--- config.mk ---
export PLATFORM = sky130hd
export DESIGN_NAME = hex_word_printer
export DESIGN_NICKNAME = d
export VERILOG_FILES = /design/src/rtl/hex_word_printer.sv
export SDC_FILE = /design/constraint.sdc
export NUM_CORES = 1
export LEC_CHECK = 0
export CAP_MARGIN = 20
export CORE_UTILIZATION = 31
export CTS_CLUSTER_DIAMETER = 80
export DETAILED_ROUTE_END_ITERATION = 8
export PLACE_DENSITY = 0.61
export SETUP_SLACK_MARGIN = 0.02
export SYNTH_ARGS = -nofsm -noshare
export SYNTH_HDL_FRONTEND = slang
export SYNTH_SLANG_ARGS = --single-unit
--- constraint.sdc ---
create_clock -name clk -period 4.41 [get_ports clk]
set_clock_uncertainty 0.15 [all_clocks]
set_input_delay 0.6615 -clock clk [delete_from_list [all_inputs] [get_ports clk]]
set_output_delay 0.6615 -clock clk [all_outputs]
set_load 0.005 [all_outputs]
--- src/rtl/hex_word_printer.sv ---
// Prints one binary word as ASCII hex (MSB nibble first) on a valid/ready byte
// stream, with an optional "0x" prefix and CR LF suffix.
module hex_word_printer #(
  parameter int DIGITS    = 8,
  parameter int PREFIX    = 1,
  parameter int NEWLINE   = 1,
  parameter int UPPERCASE = 1
) (
  input  logic                  clk,
  input  logic                  rst,
  input  logic                  in_valid,
  output logic                  in_ready,
  input  logic [4*DIGITS-1:0]   in_data,
  output logic                  out_valid,
  input  logic                  out_ready,
  output logic [7:0]            out_data,
  output logic                  busy
);

  localparam int DATA_W = 4 * DIGITS;

  typedef enum logic [2:0] {IDLE, PFX0, PFX1, DIGIT, CR, LF} state_t;

  state_t              state, state_n;
  logic [DATA_W-1:0]   sreg, sreg_n;
  logic [3:0]          cnt, cnt_n;
  logic                armed;
  logic                out_fire;
  logic [7:0]          char_n;

  function automatic logic [7:0] hex_char(input logic [3:0] nib);
    if (nib < 4'd10)         return 8'h30 + {4'h0, nib};
    else if (UPPERCASE != 0) return 8'h37 + {4'h0, nib};
    else                     return 8'h57 + {4'h0, nib};
  endfunction

  function automatic logic [7:0] state_char(input state_t s, input logic [3:0] nib);
    case (s)
      PFX0:    return 8'h30;
      PFX1:    return 8'h78;
      DIGIT:   return hex_char(nib);
      CR:      return 8'h0D;
      LF:      return 8'h0A;
      default: return 8'h00;
    endcase
  endfunction

  // armed stays low for the first cycle after reset so in_ready rises one edge later
  assign in_ready = armed && (state == IDLE);
  assign busy     = (state != IDLE);
  assign out_fire = out_valid && out_ready;

  always_comb begin
    state_n = state;
    sreg_n  = sreg;
    cnt_n   = cnt;
    case (state)
      IDLE: begin
        if (in_valid && in_ready) begin
          sreg_n  = in_data;
          cnt_n   = 4'(DIGITS - 1);
          state_n = (PREFIX != 0) ? PFX0 : DIGIT;
        end
      end
      PFX0: if (out_fire) state_n = PFX1;
      PFX1: if (out_fire) state_n = DIGIT;
      DIGIT: begin
        if (out_fire) begin
          sreg_n = sreg << 4;
          cnt_n  = cnt - 4'd1;
          if (cnt == 4'd0) state_n = (NEWLINE != 0) ? CR : IDLE;
        end
      end
      CR: if (out_fire) state_n = LF;
      LF: if (out_fire) state_n = IDLE;
      default: state_n = IDLE;
    endcase
    // The character register follows the next state, so a stall leaves it untouched
    char_n = state_char(state_n, sreg_n[DATA_W-1 -: 4]);
  end

  always_ff @(posedge clk) begin
    if (rst) begin
      state     <= IDLE;
      sreg      <= '0;
      cnt       <= '0;
      out_valid <= 1'b0;
      out_data  <= 8'h00;
      armed     <= 1'b0;
    end else begin
      state     <= state_n;
      sreg      <= sreg_n;
      cnt       <= cnt_n;
      out_valid <= (state_n != IDLE);
      out_data  <= char_n;
      armed     <= 1'b1;
    end
  end

endmodule

Yosys cells after proc, flatten, opt, wreduce, memory -nomap -nowiden

Cells that the tools add are included.

Bits in registers: 49
Latch bits: 0
Memory bits (writable): 0
Bits in read-only memories: 0
Output and inout port bits: 11
Logic and storage cells: 49
Memories kept: 0

Add/sub/neg operators: 3
Multipliers: 0
Div/mod/pow operators: 0
$lt $le $gt $ge: 1
Equal/unequal tests: 12
Shifts and indexed selects: 0
Multiplexer cells: 17
Bitwise operators: 0
Reduce and logical (&&, ||, !) cells: 9

Operators with widths:

| operator                                          | count |
|---|---|
| two-way mux 32 bit                                | 2 |
| one-hot mux 32 bit (2 select lines)               | 1 |
| one-hot mux 7 bit (5 select lines)                | 1 |
| two-way mux 3 bit                                 | 7 |
| one-hot mux 3 bit (6 select lines)                | 1 |
| adder 6 x 4 -> 7 bit, first input constant        | 2 |
| == test 3 x 2 -> 1 bit, second input constant     | 4 |
| == test 3 bit, second input constant              | 4 |
| two-way mux 4 bit                                 | 2 |
| one-hot mux 4 bit (2 select lines)                | 1 |
| two-way mux 7 bit                                 | 1 |
| == test 3 x 1 -> 1 bit, second input constant     | 2 |
| nonzero test 3 bit                                | 2 |
| zero test 4 bit                                   | 1 |
| less-than comparator 4 bit, second input constant | 1 |
| subtractor 4 x 1 -> 4 bit, second input constant  | 1 |
| logical AND 1 bit                                 | 3 |
| zero test 3 bit                                   | 1 |
| AND reduction 3 bit                               | 1 |
| != test 2 x 1 -> 1 bit, second input constant     | 1 |
| != test 2 bit, second input constant              | 1 |
| nonzero test 2 bit                                | 1 |
| two-way mux 1 bit                                 | 1 |

Depth between registers and ports, before layout

Word-level depth: 8
Depth in mapped cells: 8
Mapped depth without buffers: 7

Worst setup path after synthesis

No wires, ideal clock.

Kind: input to register
Start point: input port out_ready
End point: register out_data[4]
Setup time: 116 ps
Arrival time: 1877 ps
Required time: 4144 ps
Slack: 2266 ps
Stages: 7
Cells stage by stage: and3_1 > clkbuf_1 > a22oi_2 > a221o_1 > nor2b_1 > o21ai_1 > o211a_1

Longest elaborated chain between the ends: 6
Elaborated cells between the ends (all ways): 19

Ends and longest elaborated chain:

| what                                               | RTL line | text |
|---|---|---|
| start: declaration                                 | 15       | `input logic out_ready,` |
| logical AND 1 bit *                                | 51       | `assign out_fire = out_valid && out_ready;` |
| two-way mux 32 bit                                 | 68       | `if (out_fire) begin` |
| one-hot mux 32 bit (2 select lines)                | 57       | `case (state)` |
| adder 6 x 4 -> 7 bit, or another cell as far along | 33       | `else if (UPPERCASE != 0) return 8'h37 + {4'h0, nib};` |
| two-way mux 7 bit                                  | 32       | `if (nib < 4'd10) return 8'h30 + {4'h0, nib};` |
| one-hot mux 7 bit (5 select lines) *               | 38       | `case (s)` |
| end signal: assignment                             | 95       | `out_data <= char_n;` |
| end: declaration                                   | 16       | `output logic [7:0] out_data,` |

Mark *: on every way between the ends. The rest lies on a longest branch, timed or not. The select of a mux whose other input is x is not followed.
A chain may end at the register's enable or synchronous reset.

Worst setup path in the final report

Start point: input port out_ready
End point: register out_data[3]

Same word-level chain as after synthesis.

==> run metrics <==
outcome completed; critical path arrival 2.55 ns; WL final 4.47 mm; core region area 6060 um2; initial core utilization 0.328; post-synthesis net count 261; Max IR drop VDD 0.138 mV; CTS resizes 0; drt pass-1 iters 4; Port Buffers 45; Seq/Total Area, Yosys 0.484; Placed Instances 332; pre-CTS setup slack 1.59 ns; power density over the cells 322 nW/um2; Sequential cell area 961 um2; EDFF count, synth 0; Clock Tree Buf Depth 2; Area growth syn-to-layout 29.3%; vias in the first global route 1603; Tmin final 2.54 ns; Initial DRC Count 94; mapped cell area 1990 um2; pin count of the biggest net entering global routing 31; Layout fillers 594; met3 wire len 241 um; die area 6730 um2; hpwl dp 3.03 mm; met2 routed WL 2.02 mm; area occupied by multi-input gates 942 um2; GR Overflow Total 0; RePlAce Congestion 0.832; Synth Instances 224; f_max 0.393 GHz; Die W 82.1 um; worst slew pin tran 0.665 ns; setup repair bufs after CTS 0; Slew HR 0.555; Slew Limit Fails 0; clk_lat worst skew 0.29 ns; fin nets 301; Worst Hold Class reg2reg; via/cell ratio 5.13; std cell rows 28; Antenna Cells 0; clock transition at the registers of the reported paths 0.08 ns; CTS sink cnt 48; final worst slack 1.87 ns; die height 82.1 um; gr usage total 0.142; Unique masters post-synth 38; DRC 0; Synth Warn # 0; fin cells 339; Tcrit/Tclk final 0.577; final count of negative-setup-slack endpoints 0; Avg Inst Size Synth 8.87 um2; share of cells above drive strength 1 0.0568; detailed-route via count 1740; FFs w/ async S/R, synth 0; CTS tree yes; Root Driver clkbuf_8; number of buffers created by CTS 5; hold buffers post-CTS 0; crit start category primary input; RSZ-0062 raised after global routing false; Yosys reg bits 48; first-pass GRT wire length 7.33 mm; Detail Route Antenna Nets 0; ys flop type dfxtp_1; Max Cap Viol 0; TNS Setup 0 ns; Fin. Hold Viols 0; Avg WL per Cell 13.2 um; wl on met1 2.18 mm; CP endpoint kind register; crit-path max FO 5; leakage power figure 0.901 nW; Top Layer Used met4; Top-Level Pins 47; antenna violations before repair 0; H-tree depth 2; WP data required 4.42 ns; critical setup path kind in2reg
==> where the power goes <==
| part | internal [W] | switching, W | leakage [nW] |
|---|---|---|---|
| combinational | 0.0000662 | 0.0000530 | 0.468 |
| clock | 0.000108 | 0.000133 | 0.0410 |
| sequential | 0.000454 | 0.0000126 | 0.392 |
| total | 0.000629 | 0.000199 | 0.901 |
==> cell type report <==
class	count	area share
tap	75	0.0365
clock buffer	6	0.0282
timing repair buffer	49	0.187
clock inverter	1	0.00195
multi-input combinational	156	0.367
sequential	48	0.374
inverter	4	0.00584
==> cells in the final DEF, fill, tap and decap left out, types with 2 or more instances in the layout <==
cell              n
o21ai_1           2
dfxtp_1          48
xor2_1            2
nand2_1          31
clkdlybuf4s50_1  45
nand3_1           2
nor2_1           12
a221oi_1          2
a22oi_1          28
clkbuf_8          5
and3_1            5
buf_4             4
inv_1             4
a21boi_1          2
nor2b_1           3
nor3_1            3
a211oi_1          2
a21oi_1          31
nand2b_1          2
o21a_1            2
o211a_1           2
and2_1            5
a221o_1           3
nand4_1           3
==> cell families (layout without fill, tap and decap cells) <==
group                    after synthesis  after routing  share of synthesized area
AO/OA/AOI/OAI                         81             81                      0.280
adder cells (fa/ha/maj)                1              1                    0.00630
buffers and inverters                 20             60                     0.0434
other                                  1              1                    0.00189
flip-flops                            48             48                      0.484
XOR/XNOR                               3              3                     0.0132
AND/OR/NAND/NOR                       70             70                      0.172
==> path summary, 6_finish.rpt <==
kind,depth (start not counted),endpoint,slack [ns],start
max,7,out_data[3]$_SDFF_PP0_,1.87,out_ready
max reg2reg,6,out_data[2]$_SDFF_PP0_,2.22,state[1]$_SDFF_PP0_
min reg2reg,2,sreg[25]$_SDFFE_PP0P_,0.30,sreg[25]$_SDFFE_PP0P_
min,2,sreg[25]$_SDFFE_PP0P_,0.30,sreg[25]$_SDFFE_PP0P_
==> flip-flops by register name, indices dropped and copies added, names as in the netlist <==
register / flops
out_valid: 1
sreg: 32
armed: 1
cnt: 4
state: 3
out_data: 7
==> metal layers <==
layer / GRT usage / vias up
li1: - / 886
met1: 0.196 / 793
met2: 0.216 / 55
met3: 0.0333 / 6
met4: 0.0456 / 0
met5: 0 / -
==> synthesized netlist by cell type (3+ instances only) <==
cell type / number / area (um2)
and3_1: 5 / 31.3
inv_1: 4 / 15.0
buf_2: 3 / 15.0
and2_1: 5 / 31.3
a221o_1: 3 / 30.0
clkbuf_1: 10 / 37.5
nor2b_1: 3 / 18.8
dfxtp_1: 48 / 961
a21oi_1: 31 / 155
nor2_1: 13 / 48.8
a22oi_1: 28 / 210
nand2_1: 31 / 116
nor3_1: 3 / 15.0
nand4_1: 3 / 18.8
==> metrics by stage <==
step / power (W) / hold WS [ns] / cell area, um2 / utilization
floorplan: 0.000541 / 0.282 / 1990 / -
global placement: 0.000596 / 0.291 / 2490 / 0.411
detailed placement: 0.000596 / 0.294 / 2490 / 0.411
CTS: 0.000837 / 0.306 / 2570 / 0.424
global route: 0.000871 / 0.323 / 2570 / 0.424
finish: 0.000827 / 0.301 / 2570 / 0.424
==> worst max-delay path: stages <==
cell and delay (ns):
clkdlybuf4s50_1 0.52, and2_1 0.22, nand4_1 0.23, a211oi_1 0.43, nor2b_1 0.22, a21oi_1 0.11, a21boi_1 0.17
Note: power is estimated with default switching activity, not from simulation.
